--- config.mk ---
export PLATFORM = sky130hd
export DESIGN_NAME = cf_ifft_1024_8_8_flat
export DESIGN_NICKNAME = d
export VERILOG_FILES = /design/src/rtl/cf_ifft_1024_8_8_if.sv /design/src/rtl/cf_ifft_1024_8_8.sv /design/src/flat_wrapper.sv
export SDC_FILE = /design/constraint.sdc
export NUM_CORES = 1
export LEC_CHECK = 0
export ABC_AREA = 1
export BUFFER_PORTS_ARGS = -buffer_cell sky130_fd_sc_hd__buf_2
export CORE_AREA = 2 2 223 225
export CTS_CLUSTER_DIAMETER = 50
export DETAILED_ROUTE_END_ITERATION = 7
export DIE_AREA = 0 0 225 227
export GPL_TIMING_DRIVEN = 1
export HOLD_SLACK_MARGIN = 0.12
export PLACE_DENSITY = 0.47
export SLEW_MARGIN = 20
export SYNTH_ARGS = -nofsm -noshare
export SYNTH_HDL_FRONTEND = slang
export SYNTH_SLANG_ARGS = --single-unit
export TNS_END_PERCENT = 30
--- constraint.sdc ---
create_clock -name clock_c -period 9.7 [get_ports clock_c]
set_input_delay 0.97 -clock clock_c [delete_from_list [all_inputs] [get_ports clock_c]]
set_output_delay 0.97 -clock clock_c [all_outputs]
set_load 0.01 [all_outputs]
--- src/rtl/cf_ifft_1024_8_8_if.sv ---
// cf_ifft_1024_8_8_if: sample/twiddle/enable inputs and recovered-pair outputs
// of the inverse radix-2 butterfly.
interface cf_ifft_1024_8_8_if;
   logic [15:0] i1;
   logic [15:0] i2;
   logic [1:0]  i3;
   logic        i4;
   logic        i6;
   logic [15:0] o1;
   logic [15:0] o2;
   logic        o3;
   modport master (output i1, i2, i3, i4, i6, input o1, o2, o3);
   modport slave  (input i1, i2, i3, i4, i6, output o1, o2, o3);
endinterface

--- src/rtl/cf_ifft_1024_8_8.sv ---
// cf_ifft_1024_8_8: inverse radix-2 butterfly, A=(X+Y)/2, B=((X-Y)/2)*conj(W),
// three enabled stages with valid tracking and asynchronous reset.
module cf_ifft_1024_8_8 (
   input logic clock_c,
   input logic i5,
   cf_ifft_1024_8_8_if.slave bus
);
   // halved sum at 9 bits, floor shift keeps the result within 8 bits
   function automatic logic [7:0] half_add(input logic [7:0] a, input logic [7:0] b, input logic sub);
      logic [8:0] t;
      t = sub ? {a[7], a} - {b[7], b} : {a[7], a} + {b[7], b};
      return 8'(t >> 1);
   endfunction
   // Q1.7 product, bits [14:7] of the 16-bit signed result
   function automatic logic [7:0] mul_q(input logic [7:0] a, input logic [7:0] b);
      logic signed [15:0] p;
      p = $signed(a) * $signed(b);
      return 8'(p >>> 7);
   endfunction
   logic [15:0] w_c, s1_s, s1_d, s1_w, s2_s, a_q, b_q;
   logic [7:0]  p_rr, p_ii, p_ri, p_ir;
   logic        v1, v2, v3;
   always_comb
      w_c = bus.i3 == 2'd0 ? 16'h7F00 :
            bus.i3 == 2'd1 ? 16'h5A5B :
            bus.i3 == 2'd2 ? 16'h007F : 16'hA55B;
   always_ff @(posedge clock_c or posedge i5) begin
      if (i5) begin
         {s1_s, s1_d, s1_w, v1} <= '0;
         {s2_s, p_rr, p_ii, p_ri, p_ir, v2} <= '0;
         {a_q, b_q, v3} <= '0;
      end else if (bus.i4) begin
         s1_s <= {half_add(bus.i1[15:8], bus.i2[15:8], 1'b0), half_add(bus.i1[7:0], bus.i2[7:0], 1'b0)};
         s1_d <= {half_add(bus.i1[15:8], bus.i2[15:8], 1'b1), half_add(bus.i1[7:0], bus.i2[7:0], 1'b1)};
         s1_w <= w_c;
         v1   <= bus.i6;
         s2_s <= s1_s;
         p_rr <= mul_q(s1_d[15:8], s1_w[15:8]);
         p_ii <= mul_q(s1_d[7:0], s1_w[7:0]);
         p_ri <= mul_q(s1_d[15:8], s1_w[7:0]);
         p_ir <= mul_q(s1_d[7:0], s1_w[15:8]);
         v2   <= v1;
         a_q  <= s2_s;
         b_q  <= {p_rr - p_ii, p_ri + p_ir};
         v3   <= v2;
      end
   end
   assign bus.o1 = a_q;
   assign bus.o2 = b_q;
   assign bus.o3 = v3;
endmodule

--- src/flat_wrapper.sv ---
// flat-port wrapper written by rule: the top's interface ports become plain ports
module cf_ifft_1024_8_8_flat 
  (clock_c, i5, bus_i1, bus_i2, bus_i3, bus_i4, bus_i6, bus_o1, bus_o2, bus_o3);
  cf_ifft_1024_8_8_if bus_i ();
  input logic clock_c;
  input logic i5;
  input wire logic [$bits(bus_i.i1)-1:0] bus_i1;
  input wire logic [$bits(bus_i.i2)-1:0] bus_i2;
  input wire logic [$bits(bus_i.i3)-1:0] bus_i3;
  input wire logic [$bits(bus_i.i4)-1:0] bus_i4;
  input wire logic [$bits(bus_i.i6)-1:0] bus_i6;
  output wire logic [$bits(bus_i.o1)-1:0] bus_o1;
  output wire logic [$bits(bus_i.o2)-1:0] bus_o2;
  output wire logic [$bits(bus_i.o3)-1:0] bus_o3;
  assign bus_i.i1 = bus_i1;
  assign bus_i.i2 = bus_i2;
  assign bus_i.i3 = bus_i3;
  assign bus_i.i4 = bus_i4;
  assign bus_i.i6 = bus_i6;
  assign bus_o1 = bus_i.o1;
  assign bus_o2 = bus_i.o2;
  assign bus_o3 = bus_i.o3;
  cf_ifft_1024_8_8 u_core (.clock_c(clock_c), .i5(i5), .bus(bus_i));
endmodule
# == After elaboration in Yosys (flattened, before gate mapping) ==
# Index checks and enable logic that the tools add are counted.
# Widths: inputs -> output; s select.
# classes
n_addsub,6
multipliers,4
n_eq_ne,2
muxes,3
n_reduce_logical,1
# ops
cell,n
$mul 8x8->15,4
$mux 16,3
$add 8x8->9,2
$sub 8x8->9,2
$add 8x8->8,1
$sub 8x8->8,1
$eq 2x1->1 const B,1
$eq 2x2->1 const B,1
$logic_not 2->1,1
# totals
reg_bits,131
inputBits,38
out_inout_bits,33
word_cells,29

# == Logic depth before layout (Yosys ltp) ==
# Gate-level depths: netlist of the first run.
# logic_depth
depth_word,4
ltp_mapped,26
mapped_depth_nobuf,25

# == Least setup slack after synthesis of the first run ==
# Ideal clock, no wire load.
# synth_timing
kind,reg2reg
from,register u_core.s1_w[6]
to,register u_core.p_ii[2]
setup_time_ns,0.135
arrival_time_ns,4.192
required_time_ns,9.565
setup_slack_ns,5.374
path_stages_with_launch,21
synth_period_minus_slack_ns,4.326
path_cell_list,dfrtp_1 buf_4 clkbuf_1 nand2_1 fa_1 inv_1 fa_1 fa_1 inv_1 fa_1 inv_1 ha_1 nand2_1 inv_1 nand2_1 nand2_1 inv_1 nand2_1 or2_2 nand3_1 o21ai_0
# synth_via
elab_chain_len,1
# synth_rtl
element,line_no,text
start: declaration,cf_ifft_1024_8_8.sv:20,"logic [15:0] w_c, s1_s, s1_d, s1_w, s2_s, a_q, b_q;"
start signal: assignment,cf_ifft_1024_8_8.sv:35,s1_w <= w_c;
$mul 8x8->15,cf_ifft_1024_8_8.sv:17,p = $signed(a) * $signed(b);
end signal: assignment,cf_ifft_1024_8_8.sv:39,"p_ii <= mul_q(s1_d[7:0], s1_w[7:0]);"
end: declaration,cf_ifft_1024_8_8.sv:21,"logic [7:0] p_rr, p_ii, p_ri, p_ir;"
# Every way passes these cells.
# A chain may end at the register's enable or synchronous reset.

# == Worst setup path in the final report of the first run ==
# layout_timing
from,register u_core.s1_w[13]
to,register u_core.p_rr[7]
# layout_via
elab_chain_len,1
# layout_rtl
element,line_no,text
$mul 8x8->15,cf_ifft_1024_8_8.sv:17,
end signal: assignment,cf_ifft_1024_8_8.sv:38,"p_rr <= mul_q(s1_d[15:8], s1_w[15:8]);"
end: declaration,cf_ifft_1024_8_8.sv:21,
# Every way passes these cells.

==> flow_summary.ini, run 1 <==
[grt]
grt_max_degree = 94
grt_use_total = 0.142
antenna_found_initial = 0
grt_pass1_vias = 11300
grt_pass1_wl_mm = 58.0
overflow = 0

[power_and_ir_drop]
ir_worst_vdd_mv = 0.135
leakagePower_uw = 0.00921
power.density_mw_per_mm2 = 277

[place]
gp_congestion = 0.827
pre_cts_slack_ns = 4.83
port_buffers = 70
hpwl_mm = 27.5

[sta]
fin_tns_setup_ns = 0
rsz0062_at_grt = false
worstMarginPinSlew_ns = 1.02
min_period_ns = 4.87
worst_slack_ns = 4.83
drv_slew = 0
fmax_mhz = 205
clock_skew_ns = 0.0116
hold_viol_final = 0
fin_crit_sh = 0.503
setup_violations = 0
max_slew_margin = 0.323

[clocking]
clockRootBuffer = clkbuf_16
clk_pin_slew_worst_paths_ns = 0.07
post_cts_buffers = 0
tritoncts = done
cts_buffers = 17
cts_resized = 0
clock-sinks = 120
clk_latency_ns = 0.45
holdBufCountCts = 0
cts_max_path_buffers = 2
htree_levels = 4

[critical_path]
r2r_slack_ns = 4.83
reg2regPathDepth = 19
end_kind = flip-flop
critPathLaunch = u_core.s1_w[13]
reg2reg_to = u_core.p_rr[7]
arrival_ns = 5.21
cp-start-kind = flip-flop
r2r_start = u_core.s1_w[13]
crit_fanout = 20
critPathCapture = u_core.p_rr[7]
crit_required_ns = 10.03
worstSetupPathType = reg2reg

[yosys]
synth.distinct_cells = 32
synth_top_area_frac = 0.223
synth_common_cells = nand2_1 (539), inv_1 (431), ha_1 (162), fa_1 (160), dfrtp_1 (120)
synth_cells = 1887
synth_edf_count = 0
postSynth.asyncResetShare = 1.00
synth_ff_type = dfrtp_1
synth_top_area_cell = fa_1
syn_area_per_cell_um2 = 7.63
yosysMostFrequentCell = nand2_1
synth-seq-cells = 120
ys_warn_count = 0
ys_top_cells_by_area = fa_1 (22%), dfrtp_1 (21%), ha_1 (14%)
mappedNetlistNets = 2247
ys_seq_area_frac = 0.209
synth_area_mm2 = 0.0144

[route]
via_per_inst = 4.35
routedWlPerCell_um = 13.2
ant_nets = 0
wl_mm = 33.9
drtIter0Drc = 582
drcViolationCount = 0
drtPass1Iterations = 5
vias = 11200

[floorplanning]
core_mm2 = 0.0485
die_area_mm2 = 0.0511
die_w_um = 225
die_y_um = 227
start_util = 0.296
num_rows = 81
ios = 71

[final_layout]
syn_to_final_growth_pct = 10.8
fill_cells = 5218
seqCellArea_mm2 = 0.00300
fin_util = 0.329
antenna_cells = 0
fin_nets = 2299
drive_above_1_share = 0.0630
multi_input_area_mm2 = 0.00958

[worst_hold_path]
hold_path.class = reg2reg
hold_start = u_core.bus.o1[3]

[job]
cap_violations = 0

[outcome]
status = completed
==> cells by family after synthesis <==
family / share of synthesized area
simple gates: 0.214
flops: 0.209
compound gates: 0.0640
buf+inv: 0.126
xor+xnor: 0.0243
fa+ha+maj: 0.363
==> placed cells by master (no fill, tap or decap), drive strengths merged, types with 11 or more instances in the layout <==
master,netlist,layout
ha,162,162
nand3,107,107
xor2,24,24
nand4,12,12
xnor2,16,16
clkbuf,26,17
buf,14,73
o21bai,11,11
a21oi,58,58
nor2,72,72
dfrtp,120,120
fa,160,160
inv,434,444
o21ai,85,85
or2,12,12
nand2,541,541
==> power breakdown <==
| group | internal, uW | switching, uW | total, uW | leakage (uW) |
|---|---|---|---|---|
| sequential | 658 | 116 | 774 | 0.00146 |
| combinational | 1170 | 1820 | 2990 | 0.00746 |
| clock | 362 | 284 | 646 | 0.000278 |
==> worst max-delay path: stages (launching register included) <==
cell	delay [ns]
dfrtp_1	0.77
nand2_1	0.45
inv_1	0.36
fa_1	0.50
fa_1	0.50
fa_1	0.49
inv_1	0.05
fa_1	0.47
inv_1	0.04
ha_1	0.34
nand2_1	0.11
inv_1	0.04
nand2_1	0.06
nand3_1	0.08
nand2_1	0.07
nand2_1	0.05
nor2_1	0.14
nand3_1	0.09
nand3_1	0.09
nand2_1	0.06
==> state kept, by name, summed over array words and instances (netlist names), 16 cells and up <==
register and cells:
u_core.s1_s 16, u_core.bus.o2 16, u_core.bus.o1 16, u_core.s1_d 16, u_core.s2_s 16
==> area by class of cell <==
| class | count | area share |
|---|---|---|
| repair buffers | 73 | 0.0235 |
| inverters | 434 | 0.102 |
| well taps | 622 | 0.0488 |
| multi-input cells | 1293 | 0.601 |
| clock buffers | 17 | 0.0267 |
| clock inverters | 15 | 0.00957 |
| flip-flops and latches | 120 | 0.188 |
==> layer usage <==
layer | routed length, um | share of wire | vias up | track usage
met2 | 15800 | 0.47 | 101 | 0.233
li1 | - | - | 5812 | -
met1 | 17100 | 0.50 | 5260 | 0.199
met5 | 0 | 0 | - | 0
met3 | 655 | 0.019 | 22 | 0.0170
met4 | 367 | 0.011 | 0 | 0.0327
==> worst min path at each step <==
stage / to / slack [ns] / cells past startpoint
detailed placement: u_core.bus.o1[6] / 0.45 / 2
floorplan: u_core.s2_s[0] / 0.44 / 2
global route: u_core.bus.o1[8] / 0.49 / 2
CTS: u_core.bus.o1[6] / 0.47 / 2
finish: u_core.bus.o1[3] / 0.47 / 2
global placement: u_core.bus.o1[10] / 0.45 / 2
==> through the flow <==
step,hold slack [ns],std cells,total power (uW),cell area (um2)
floorplan,0.442,1887,3090,14400
global placement,0.451,2542,3800,15400
detailed placement,0.453,2542,3810,15400
CTS,0.469,2574,4500,16000
global route,0.485,2574,5060,16000
finish,0.466,2574,4410,16000
No activity file was read; power rests on OpenSTA's default activity.
==> inputs of run 2 (changes only) <==
==> constraint.sdc (replaced) <==
create_clock -name clock_c -period 4.9 [get_ports clock_c]
set_input_delay 0.49 -clock clock_c [delete_from_list [all_inputs] [get_ports clock_c]]
set_output_delay 0.49 -clock clock_c [all_outputs]
set_load 0.01 [all_outputs]
==> run 2 against run 1 <==
Sequential share of layout area decreased by 0.22 points. Clock power grew 120%. Critical endpoint is now u_core.p_ii[5]. Register-to-register slack worse by 4.4 ns. Die area is the same. Largest cell class unchanged. First-iteration DRC count rose by 0.52%. Setup slack lost 4.4 ns. Core utilization grew 0.41 points. Maximum frequency up 8.3%. Global-route usage rose by 0.086 points. Largest power group unchanged.
==> flow_summary.ini, run 2 (synthesis gave the netlist of run 1 again) <==
[route]
drtPass1Iterations = 5
wl_mm = 34.5
drtIter0Drc = 585
drcViolationCount = 0
ant_nets = 0
vias = 11400
via_per_inst = 4.38
routedWlPerCell_um = 13.3

[sta]
worstMarginPinSlew_ns = 1.02
fin_tns_setup_ns = 0
max_slew_margin = 0.317
fin_crit_sh = 0.919
hold_viol_final = 0
rsz0062_at_grt = false
min_period_ns = 4.50
clock_skew_ns = 0.00728
drv_slew = 0
fmax_mhz = 222
worst_slack_ns = 0.398
setup_violations = 0

[final_layout]
drive_above_1_share = 0.0726
layout_commonest_cell = nand2_1
syn_to_final_growth_pct = 12.2
fin_nets = 2318
antenna_cells = 0
layout_common_cells = nand2_1 (539), inv_1 (430), ha_1 (162)
fin_util = 0.333

[clocking]
cts_max_path_buffers = 2
holdBufCountCts = 0
tritoncts = done
clk_pin_slew_worst_paths_ns = 0.06
clk_latency_ns = 0.43
cts_resized = 0
htree_levels = 4
clockRootBuffer = clkbuf_16
cts_buffers = 17
post_cts_buffers = 0
clock-sinks = 120

[place]
hpwl_mm = 28.3
pre_cts_slack_ns = 0.345
gp_congestion = 0.851
port_buffers = 70

[critical_path]
crit_required_ns = 5.17
cp-start-kind = flip-flop
crit_slowest_cell = fa_1
crit_family = adder cells
crit_buf_inv = 4
arrival_ns = 4.77
end_kind = flip-flop
worstSetupPathType = reg2reg
crit_fanout = 11
critPathMaxStageDelay_ns = 0.59
path_cells = nand2_1 > fa_1 > inv_1 > fa_1 > fa_1 > inv_1 > fa_1 > inv_1 > ha_1 > nand2_1 > inv_1 > a21oi_1 > nand2_1 > nand2_1 > nand3_1 > nand3_1 > o21ai_0

[grt]
grt_pass1_vias = 11700
antenna_found_initial = 0
grt_use_total = 0.142
grt_max_degree = 91
grt_pass1_wl_mm = 58.9
overflow = 0

[power_and_ir_drop]
power_uw = 8910
ir_worst_vdd_mv = 0.284
leakagePower_uw = 0.00933
power.density_mw_per_mm2 = 552

[floorplanning]
core_mm2 = 0.0485
die_area_mm2 = 0.0511
ios = 71
die_w_um = 225
die_y_um = 227
start_util = 0.296
num_rows = 81

[outcome]
status = completed

[job]
cap_violations = 0

[worst_hold_path]
hold_path.class = in2async
==> run 2: cell count changes in the layout (fill, tap and decap cells not counted), sizes merged <==
cell | previous run | this run
clkinv | 1 | 2
inv | 444 | 443
buf | 73 | 92
clkinvlp | 3 | 1
bufinv | 1 | 3
==> run 2: stage by stage <==
stage	cell area, um2	hold slack [ns]	cells
CTS	16100	0.155	2593
floorplan	14400	0.442	1887
detailed placement	15500	0.454	2561
global placement	15500	0.450	2561
global route	16100	0.168	2593
finish	16100	0.136	2593
==> run 2: area by class of cell <==
cell class	count	area [um2]
flip-flops and latches	120	3000
clock inverters	15	206
clock buffers	17	425
repair buffers	92	518
inverters	434	1630
fillers	5204	32400
well taps	622	778
multi-input cells	1293	9580
==> run 2: path summary, 6_finish.rpt <==
path	startpoint	endpoint	slack, ns	cells after the start
max in group asynchronous	i5	u_core.p_ri[2]	3.72	3
worst max-delay path	u_core.s1_w[6]	u_core.p_ii[5]	0.40	17
min in group clock_c	bus_i6	u_core.v1	0.27	3
worst min register to register	u_core.bus.o1[6]	u_core.bus.o1[6]	0.47	2
worst max register to register	u_core.s1_w[6]	u_core.p_ii[5]	0.40	17
worst min-delay path	i5	u_core.s2_s[6]	0.14	2
==> run 2: metal layers <==
layer  vias up  track usage  share of wire
li1       5853            -              -
met1      5368        0.193           0.48
met2       111        0.246           0.49
met3        20       0.0159          0.018
met4         0       0.0303          0.011
met5         -            0              0
==> run 2: report_power, final <==
group / switching (uW) / internal, uW / total, uW
Clock: 569 / 826 / 1390
Sequential: 210 / 1300 / 1510
Combinational: 3660 / 2340 / 6000
Total: 4440 / 4470 / 8910
==> inputs of run 3 (changes only) <==
==> constraint.sdc (replaced) <==
create_clock -name clock_c -period 5.6 [get_ports clock_c]
set_input_delay 0.56 -clock clock_c [delete_from_list [all_inputs] [get_ports clock_c]]
set_output_delay 0.56 -clock clock_c [all_outputs]
set_load 0.01 [all_outputs]
==> run 3 against run 2 <==
Non-clock buffer count shrank 16. Clock power shrank 18%. Clock skew increased by 0.0042 ns. Sequential cell count stayed put. Core utilization decreased by 0.31 points. Final cell count shrank 0.62%. Via count is 0.80% lower. Die area unchanged. Hold slack improved by 0.042 ns. Combinational power fell by 13%. Count of clock-buffer cells in the layout rose by 2. First-iteration DRC count down 5.3%.
==> flow_summary.ini, run 3 (synthesis gave the netlist of run 1 again) <==
[floorplanning]
die_area_mm2 = 0.0511
start_util = 0.296
num_rows = 81
die_y_um = 227
ios = 71
die_w_um = 225
core_mm2 = 0.0485

[place]
port_buffers = 70
gp_congestion = 0.833
pre_cts_slack_ns = 0.959
hpwl_mm = 28.0
place_area_mm2 = 0.0154
dp_cells = 2545

[final_layout]
final_cell_area_mm2 = 0.0160
fill_cells = 5217
finalNonFillerCells = 2577
layout_commonest_cell = nand2_1
fin_nets = 2302
drive_above_1_share = 0.0639
fin_util = 0.330
layout_common_cells = nand2_1 (539), inv_1 (430), ha_1 (162)
antenna_cells = 0
seqCellArea_mm2 = 0.00300
multi_input_area_mm2 = 0.00958
syn_to_final_growth_pct = 11.2

[critical_path]
r2r_slack_ns = 0.92
reg2regPathDepth = 16
r2r_start = u_core.s1_w[14]
crit_fanout = 19
crit_required_ns = 5.97
arrival_ns = 5.05
reg2reg_to = u_core.p_ir[6]
cp-start-kind = flip-flop
critPathLaunch = u_core.s1_w[14]
worstSetupPathType = reg2reg
end_kind = flip-flop

[sta]
rsz0062_at_grt = false
min_period_ns = 4.68
fin_crit_sh = 0.836
drv_slew = 0
worstMarginPinSlew_ns = 0.845
hold_viol_final = 0
setup_violations = 0
clock_skew_ns = 0.0114
worst_slack_ns = 0.921
fmax_mhz = 214
max_slew_margin = 0.437
fin_tns_setup_ns = 0

[route]
drcViolationCount = 0
vias = 11300
routedWlPerCell_um = 13.2
wl_mm = 34.1
ant_nets = 0
drtPass1Iterations = 5
drtIter0Drc = 554
via_per_inst = 4.37

[power_and_ir_drop]
power.density_mw_per_mm2 = 480
power.share.clock = 0.149
leakagePower_uw = 0.00924
p_int_uw = 3850
seqPwrFrac = 0.175
power_switching_uw = 3830
swShare = 0.498
ir_worst_vdd_mv = 0.242
comb_power_share = 0.676

[grt]
grt_use_total = 0.143
grt_pass1_vias = 11600
grt_pass1_wl_mm = 58.5
antenna_found_initial = 0
grt_max_degree = 79
overflow = 0

[clocking]
post_cts_buffers = 0
htree_levels = 4
clk_latency_ns = 0.44
clockRootBuffer = clkbuf_16
cts_resized = 0
holdBufCountCts = 0
cts_max_path_buffers = 2
tritoncts = done
clock-sinks = 120
clk_pin_slew_worst_paths_ns = 0.06
cts_buffers = 17

[job]
cap_violations = 0

[outcome]
status = completed

[worst_hold_path]
hold_path.class = in2async
## run 3: critical path, stage by stage (launching register included)
cell and delay, ns:
dfrtp_1 0.78, nand2_1 0.44, fa_1 0.62, inv_1 0.05, fa_1 0.48, fa_1 0.49
inv_1 0.05, fa_1 0.47, inv_1 0.04, ha_1 0.33, nand2_1 0.10, nor3_1 0.25
nand4_1 0.14, nand3_1 0.12, or2_2 0.11, nand3_1 0.06, nand2_1 0.07
## run 3: worst max-delay path by stage
| stage | cells after the start | slack (ns) | endpoint |
|---|---|---|---|
| finish | 16 | 0.92 | u_core.p_ir[6] |
| global route | 13 | 0.61 | u_core.p_ii[6] |
| floorplan | 20 | 1.27 | u_core.p_ii[2] |
| detailed placement | 20 | 0.96 | u_core.p_rr[4] |
| global placement | 20 | 0.98 | u_core.p_rr[4] |
| CTS | 20 | 0.94 | u_core.p_rr[4] |
## run 3: area by class of cell
cell class                 count  share of cell area
multi-input combinational   1293               0.599
sequential                   120               0.188
inverter                     434               0.102
tap                          622              0.0486
clock buffer                  19              0.0277
timing repair buffer          76              0.0249
clock inverter                13              0.0100
## run 3: per-stage QoR
| stage | hold WS [ns] | power, uW |
|---|---|---|
| after floorplan | 0.442 | 5340 |
| after detailed placement | 0.453 | 6610 |
| after CTS | 0.184 | 7830 |
| after global routing | 0.206 | 8770 |
| final | 0.179 | 7680 |
| after global placement | 0.450 | 6580 |
## run 3: power by group through the flow
stage | logic (uW) | clock network, uW | registers [uW]
6_report | 5190 | 1140 | 1340
5_1_grt | 6170 | 1220 | 1380
4_1_cts | 5300 | 1180 | 1350
3_5_place_dp | 5250 | 0 | 1360
3_3_place_gp | 5230 | 0 | 1350
2_1_floorplan | 4030 | 0 | 1320
## run 3: layer usage
metal / GRT usage / part of all wire / vias to the layer above
met2: 0.237 / 0.47 / 88
met1: 0.199 / 0.50 / 5339
li1: - / - / 5822
met5: 0 / 0 / -
met3: 0.0168 / 0.018 / 12
met4: 0.0329 / 0.0091 / 0
